`config.mk`:
```
export PLATFORM = sky130hd
export DESIGN_NAME = instruction_fetch
export DESIGN_NICKNAME = d
export VERILOG_FILES = /design/src/rtl/instruction_fetch.sv
export SDC_FILE = /design/constraint.sdc
export NUM_CORES = 1
export LEC_CHECK = 0
export CAP_MARGIN = 20
export CORE_MARGIN = 2
export CORE_UTILIZATION = 45
export CTS_CLUSTER_DIAMETER = 150
export DETAILED_ROUTE_END_ITERATION = 7
export PLACE_DENSITY_LB_ADDON = 0.1
export SLEW_MARGIN = 10
export SYNTH_ARGS = -nofsm -noshare
export SYNTH_HDL_FRONTEND = slang
export SYNTH_SLANG_ARGS = --single-unit
```
`constraint.sdc`:
```
create_clock -name clk -period 2.26 [get_ports clk]
set_input_delay 0.452 -clock clk [delete_from_list [all_inputs] [get_ports clk]]
set_output_delay 0.452 -clock clk [all_outputs]
set_load 0.1 [all_outputs]
```
`src/rtl/instruction_fetch.sv`:
```
// instruction_fetch: front-end pipeline stage. Owns the program counter,
// addresses instruction memory combinationally and registers the fetched
// instruction into the IF/ID latch. Handles run start, halt, branch redirect
// and stall, and counts issued instructions.
//
// Ports:
//   clk, rst_n        system clock, synchronous active-low reset
//   start_req         begin execution at PC 0 (from IDLE or HALTED)
//   halt_in           halt instruction decoded in ID
//   branch_taken      taken branch/jump resolved this cycle
//   branch_target     redirect address
//   stall             hold PC and IF/ID latch
//   imem_addr         instruction memory address (= PC)
//   imem_data         instruction memory read data
//   instruction_out   IF/ID latched instruction
//   pc_out            PC of instruction_out
//   valid_out         instruction_out is real (not a bubble)
//   running, done     state = RUN / state = HALTED
//   fetch_count       instructions issued since last start (saturating)
module instruction_fetch #(
    parameter int unsigned          PC_WIDTH    = 8,
    parameter int unsigned          INSTR_WIDTH = 9,
    parameter logic [INSTR_WIDTH-1:0] NOP_INSTR = 9'b110110000,
    parameter int unsigned          CNT_WIDTH   = 16
) (
    input  logic                   clk,
    input  logic                   rst_n,
    input  logic                   start_req,
    input  logic                   halt_in,
    input  logic                   branch_taken,
    input  logic [PC_WIDTH-1:0]    branch_target,
    input  logic                   stall,
    output logic [PC_WIDTH-1:0]    imem_addr,
    input  logic [INSTR_WIDTH-1:0] imem_data,
    output logic [INSTR_WIDTH-1:0] instruction_out,
    output logic [PC_WIDTH-1:0]    pc_out,
    output logic                   valid_out,
    output logic                   running,
    output logic                   done,
    output logic [CNT_WIDTH-1:0]   fetch_count
);

    typedef enum logic [1:0] {
        IDLE   = 2'd0,
        RUN    = 2'd1,
        HALTED = 2'd2
    } state_t;

    state_t                 state_q, state_d;
    logic [PC_WIDTH-1:0]    pc_q, pc_d;
    logic [INSTR_WIDTH-1:0] instr_q, instr_d;
    logic [PC_WIDTH-1:0]    pc_out_q, pc_out_d;
    logic                   valid_q, valid_d;
    logic [CNT_WIDTH-1:0]   cnt_q, cnt_d;

    always_ff @(posedge clk) begin
        if (!rst_n) begin
            state_q  <= IDLE;
            pc_q     <= '0;
            instr_q  <= NOP_INSTR;
            pc_out_q <= '0;
            valid_q  <= 1'b0;
            cnt_q    <= '0;
        end else begin
            state_q  <= state_d;
            pc_q     <= pc_d;
            instr_q  <= instr_d;
            pc_out_q <= pc_out_d;
            valid_q  <= valid_d;
            cnt_q    <= cnt_d;
        end
    end

    always_comb begin
        state_d  = state_q;
        pc_d     = pc_q;
        instr_d  = instr_q;
        pc_out_d = pc_out_q;
        valid_d  = 1'b0;
        cnt_d    = cnt_q;

        unique case (state_q)
            IDLE, HALTED: begin
                if (start_req) begin
                    state_d = RUN;
                    pc_d    = '0;
                    cnt_d   = '0;
                    instr_d = NOP_INSTR;
                end
            end
            RUN: begin
                if (halt_in) begin
                    // PC holds so it points at the instruction after the halt.
                    state_d = HALTED;
                    instr_d = NOP_INSTR;
                end else if (branch_taken) begin
                    // Redirect wins over stall; the wrong-path fetch is flushed.
                    pc_d    = branch_target;
                    instr_d = NOP_INSTR;
                end else if (stall) begin
                    valid_d = valid_q;
                end else begin
                    instr_d  = imem_data;
                    pc_out_d = pc_q;
                    valid_d  = 1'b1;
                    pc_d     = pc_q + 1'b1;
                    if (cnt_q != '1) begin
                        cnt_d = cnt_q + 1'b1;
                    end
                end
            end
            default: begin
                state_d = IDLE;
            end
        endcase
    end

    assign imem_addr       = pc_q;
    assign instruction_out = instr_q;
    assign pc_out          = pc_out_q;
    assign valid_out       = valid_q;
    assign running         = (state_q == RUN);
    assign done            = (state_q == HALTED);
    assign fetch_count     = cnt_q;

endmodule

```
==> impl_metrics.ini, run 1 <==
[pwr]
leakage_uw = 0.00117
switchingPower_uw = 447
power_density_mw_per_mm2 = 579
ir_drop_mv = 0.356
intPower_uw = 1240
switching_share_pct = 26.5
power_frac_comb_pct = 15.2
sequentialPowerShare_pct = 47.1
share_clk_of_total_power_pct = 37.7

[timing]
final_max_slew_viol_count = 0
timing.setup.tns_ns = 0
fmax_ghz = 0.503
tightest_slew_ns = 0.609
hold_viol_final = 0
setup_viol = 0
fin_skew_ns = 0.00629
layout_min_cycle_time_ns = 1.99
fin_crit_sh_pct = 88.0
relSlewSlack_pct = 59.4
rsz0062_at_grt = false
hold-worst-slack_ns = 0.456

[logic_synthesis]
syn-num-nets = 292
synth_top_cell_by_area = dfxtp_1
synth_seq_cells = 44
avgSynthCellArea_um2 = 8.04
synth_area_leaders = dfxtp_1, nand2_1, a21oi_1, nor2_1, o21ai_0
synth_flop_cell = dfxtp_1
postSynth.asyncResetShare_pct = 0
synth_seq_area_share_pct = 41.0
yosysUniqueCellTypes = 49
synth.top_cell.area_share_pct = 41.0
ys.warnings.count = 0
synth_edf_count = 0
postSynthCellCount = 267
syn_area_mm2 = 0.00215

[floorplan]
fp.dieArea_mm2 = 0.00534
die_y_um = 73.1
core.rowCount = 25
ios = 67
core_mm2 = 0.00466
initial_utilization_pct = 46.1
die_w_um = 73.1

[clock_tree]
cts_max_path_buffers = 2
clockRootBuffer = clkbuf_8
post_cts_buffers = 0
cts-buffers-inserted = 5
insertion_delay_ns = 0.29
clkSinkCount = 44
cts_resized = 0
cts-htree-levels = 2
path_clk_slew_ns = 0.08
tritoncts = done
cts_hold_buf = 0

[critical_path]
critPathTopFamily = simple AND/OR/NAND/NOR gates
endpoint_kind = flip-flop
crit_buf_inv = 1
start_kind = flip-flop
crit_path_end = fetch_count[5]
path_cells = ha_1, nand4_1, nor4_4, a22oi_2, buf_4, nor2_1, a2bb2oi_1
cp.required_ns = 2.47
timing.rr.start = fetch_count[0]
reg2reg_to = fetch_count[5]
regToRegSetupSlack_ns = 0.27
cp.arrival_ns = 2.20
setup.worst_path.start = fetch_count[0]
path_max_fanout = 6
max_stage_delay_ns = 0.39
cp.depth = 7
worstSetupPathType = flip-flop to flip-flop
cp_slowest_cell = dfxtp_2
reg2reg_depth = 7

[final_layout]
drive_gt1_share_pct = 24.3
multi_input_area_mm2 = 0.00116
seqCellArea_um2 = 892
fillers = 407
synthToLayoutAreaGrowth_pct = 35.7
nets = 362
diodes = 0

[worst_hold_path]
min-delay-start = pc_out[7]
hp-class = flip-flop to flip-flop

[detailed_routing]
route.detailed.drc = 0
vias_per_cell = 5.51
vias = 2160
drt-initial-drc-count = 183
wl_per_cell_um = 14.0
routed_wl_um = 5480
first_pass_iters = 4
ant_nets = 0

[placement]
numPortBuffers = 66
dp_hpwl_um = 4000
gp_congestion = 0.874

[global_route]
overflow = 0
grt_start_max_net_pins = 19
antenna_found_initial = 0
grt_pass1_wl_um = 8980
grt_pass1_vias = 1903
track_usage_pct = 21.5

[run]
drv_cap = 0

[outcome]
outcome = complete, no violations
==> worst min path at each step <==
stage                           end  slack, ns  cells past startpoint
final                     pc_out[7]       0.46                      2
after global routing      pc_out[4]       0.48                      2
after CTS                 pc_out[7]       0.46                      2
after detailed placement  pc_out[7]       0.45                      2
after global placement    pc_out[5]       0.44                      2
after floorplan           valid_out       0.54                      1
==> registers in the layout (all words and copies together) (netlist names) <==
signal           cells
fetch_count         16
instruction_out      9
imem_addr            8
pc_out               8
state_q              2
valid_out            1
==> layout make-up <==
cell class / count / share of cell area [%]
Clock buffer: 6 / 2.83
Clock inverter: 2 / 1.33
Inverter: 8 / 1.03
Multi-Input combinational cell: 201 / 39.7
Sequential cell: 44 / 30.6
Tap cell: 54 / 2.32
Timing Repair Buffer: 77 / 22.2
==> placed cells by master (no fill, tap or decap), drive strengths merged, types with 2 or more instances in the layout <==
cell type	n
o211ai	5
and3	3
nor3	3
inv	8
dfxtp	44
ha	2
a21oi	21
buf	55
a31oi	7
clkdlybuf4s50	22
nand4	5
and2	5
nand2	47
a22o	4
or4	2
nand3	12
a22oi	9
nand2b	6
xor2	2
o41ai	2
mux2i	2
clkbuf	6
nor4	2
o22ai	6
o21ai	13
nor2b	4
nor2	25
==> metal layers <==
layer,global-route usage [%],routed length [um],vias up
met5,0,0,-
met4,5.56,29,0
met3,4.83,345,2
met2,33.7,2510,70
met1,29.9,2600,994
li1,-,-,1094
==> power groups by stage <==
stage / Combinational, uW / Sequential, uW / Clock, uW
2_1_floorplan: 112 / 864 / 0
3_3_place_gp: 255 / 813 / 0
3_5_place_dp: 256 / 814 / 0
4_1_cts: 257 / 795 / 652
5_1_grt: 276 / 798 / 681
6_report: 256 / 795 / 635
==> worst register-to-register path, cell delays in order, from the launching register on <==
cell	delay (ns)
dfxtp_2	0.39
ha_1	0.26
nand4_1	0.25
nor4_4	0.30
a22oi_2	0.12
buf_4	0.17
nor2_1	0.22
a2bb2oi_1	0.21
==> logic make-up after synthesis <==
kind of cell | share of synthesized area, %
and+or+nand+nor | 28.3
AOI/OAI and AO/OA | 22.7
adders and majority gates | 1.17
buffers and inverters | 5.07
xor gates and xnor gates | 0.816
muxes | 0.932
DFF | 41.0
==> through the flow <==
stage | utilization [%] | cells | instance area, um^2 | total power, uW | setup WS [ns]
6_report | 62.5 | 392 | 2910 | 1690 | 0.272
5_1_grt | 62.5 | 392 | 2910 | 1750 | 0.191
4_1_cts | 62.5 | 392 | 2910 | 1700 | 0.311
3_5_place_dp | 59.9 | 384 | 2790 | 1070 | 0.0191
3_3_place_gp | 59.9 | 384 | 2790 | 1070 | 0.0733
2_1_floorplan | - | 267 | 2160 | 977 | 0.00606
==> synth_stat cells, types with 6 or more instances <==
cell	count
a21oi_1	20
a22oi_1	8
a31oi_1	7
clkbuf_1	7
dfxtp_1	44
inv_1	7
nand2_1	47
nand2b_1	6
nand3_1	11
nor2_1	25
o21ai_0	13
o22ai_1	6
No activity file was read; power rests on OpenSTA's default activity.
==> inputs of run 2 (changes only) <==
--- a/config.mk
+++ b/config.mk
@@ -7,7 +7,8 @@
 export LEC_CHECK = 0
 export CAP_MARGIN = 20
 export CORE_MARGIN = 2
-export CORE_UTILIZATION = 45
+export CORE_UTILIZATION = 28
+export CTS_BUF_LIST = sky130_fd_sc_hd__clkbuf_8
 export CTS_CLUSTER_DIAMETER = 150
 export DETAILED_ROUTE_END_ITERATION = 7
 export PLACE_DENSITY_LB_ADDON = 0.1
==> run 2 against run 1 <==
  * Wire length up 12%
  * Largest power group unchanged
  * First-iteration DRC count decreased by 43%
  * Critical path depth unchanged
  * Largest cell class unchanged
  * Sequential share of layout area is 0.98 points lower
==> impl_metrics.ini, run 2 (synthesis results as in run 1) <==
[outcome]
outcome = complete, no violations

[run]
drv_cap = 0

[floorplan]
core_mm2 = 0.00733
die_y_um = 91.6
fp.dieArea_mm2 = 0.00838
die_w_um = 91.6
initial_utilization_pct = 29.3
core.rowCount = 31
ios = 67

[clock_tree]
clockRootBuffer = clkbuf_8
insertion_delay_ns = 0.29
path_clk_slew_ns = 0.08
cts_hold_buf = 0
cts-buffers-inserted = 5
tritoncts = done
clkSinkCount = 44
cts_resized = 0
cts-htree-levels = 2
post_cts_buffers = 0
cts_max_path_buffers = 2

[worst_hold_path]
hp-class = flip-flop to flip-flop

[critical_path]
endpoint_kind = flip-flop
start_kind = flip-flop
critPathTopFamily = simple AND/OR/NAND/NOR gates
cp_slowest_cell = dfxtp_2
path_cells = ha_1, nand4_1, nor4_4, a22o_2, buf_4, a21oi_1, o32ai_1
max_stage_delay_ns = 0.39
crit_buf_inv = 1
cp.required_ns = 2.46
cp.arrival_ns = 2.13
worstSetupPathType = flip-flop to flip-flop
path_max_fanout = 7

[detailed_routing]
routed_wl_um = 6160
wl_met1_um = 2990
dr_wl_met3_um = 277
route.met2.wl_um = 2830
wl_per_cell_um = 14.0
highest_layer = met4
route.detailed.drc = 0
vias = 2170
ant_nets = 0
vias_per_cell = 4.93
first_pass_iters = 4
drt-initial-drc-count = 105

[timing]
timing.setup.tns_ns = 0
rsz0062_at_grt = false
layout_min_cycle_time_ns = 1.93
fin_crit_sh_pct = 85.2
relSlewSlack_pct = 51.7
hold_viol_final = 0
hold-worst-slack_ns = 0.458
setup_viol = 0
tightest_slew_ns = 0.724
fmax_ghz = 0.519
final_max_slew_viol_count = 0
fin_skew_ns = 0.00242

[final_layout]
nets = 365
layout_commonest_cell = buf_4
diodes = 0
drive_gt1_share_pct = 24.9
layout_common_cells = buf_4, nand2_1, dfxtp_1
largest_reg_flops = 16
synthToLayoutAreaGrowth_pct = 40.2
fillers = 756

[global_route]
overflow = 0
track_usage_pct = 14.6
antenna_found_initial = 0
grt_start_max_net_pins = 30
grt_pass1_wl_um = 10000
grt_pass1_vias = 1980

[pwr]
power_frac_comb_pct = 15.5
sequentialPowerShare_pct = 46.1
intPower_uw = 1270
switchingPower_uw = 451
power_density_mw_per_mm2 = 573
share_clk_of_total_power_pct = 38.4
leakage_uw = 0.00119
switching_share_pct = 26.1
ir_drop_mv = 0.265

[placement]
gp_congestion = 0.822
dp_hpwl_um = 4500
numPortBuffers = 66
[run 2: cell count changes in the layout (fill, tap and decap cells not counted)]
cell	previous run	this run
clkbuf_8	6	7
clkinv_4	1	0
buf_12	1	2
buf_4	54	56
[run 2: per-layer routing]
layer  global-route usage [%]  vias to the layer above
li1                         -                     1099
met1                     20.7                     1017
met2                     22.4                       50
met3                     2.99                        4
met4                     4.17                        0
met5                        0                        -
[run 2: layout make-up]
cell class | count | area (um^2) | share of cell area (%)
Timing Repair Buffer | 80 | 681 | 22.6
Clock inverter | 1 | 30.0 | 0.998
Clock buffer | 7 | 96.3 | 3.20
Tap cell | 99 | 124 | 4.11
Sequential cell | 44 | 892 | 29.6
Inverter | 8 | 30.0 | 0.998
Multi-Input combinational cell | 201 | 1160 | 38.4
[run 2: worst paths after layout]
path	startpoint	endpoint	slack [ns]	cells after the start
min	pc_out[5]	pc_out[5]	0.46	2
min reg2reg	pc_out[5]	pc_out[5]	0.46	2
max	fetch_count[0]	fetch_count[8]	0.33	7
max reg2reg	fetch_count[0]	fetch_count[8]	0.33	7
[run 2: metrics by stage]
stage               worst slack [ns]  cells  utilization, %  power, uW  cell area (um^2)
global placement              0.0335    432            39.3       1080              2880
CTS                            0.327    440            41.1       1750              3010
global route                   0.197    440            41.1       1800              3010
floorplan                    0.00606    267               -        977              2160
finish                         0.334    440            41.1       1730              3010
detailed placement            0.0183    432            39.3       1080              2880
[run 2: power groups by stage]
stage / sequential [uW] / combinational, uW / clock (uW)
detailed placement: 814 / 269 / 0
finish: 796 / 267 / 663
floorplan: 864 / 112 / 0
global placement: 814 / 268 / 0
global route: 798 / 286 / 721
CTS: 796 / 270 / 687
[run 2: worst register-to-register path, stage by stage, from the launching register on]
cell     delay (ns)
dfxtp_2        0.39
ha_1           0.27
nand4_1        0.25
nor4_4         0.29
a22o_2         0.26
buf_4          0.17
a21oi_1        0.07
o32ai_1        0.12
==> inputs of run 3 (changes only) <==
--- a/config.mk
+++ b/config.mk
@@ -11,6 +11,7 @@
 export CTS_BUF_LIST = sky130_fd_sc_hd__clkbuf_8
 export CTS_CLUSTER_DIAMETER = 150
 export DETAILED_ROUTE_END_ITERATION = 7
+export GPL_ROUTABILITY_DRIVEN = 0
 export PLACE_DENSITY_LB_ADDON = 0.1
 export SLEW_MARGIN = 10
 export SYNTH_ARGS = -nofsm -noshare
==> results of run 3 <==
The final DEF is identical to that of run 2; final timing and power are the same.
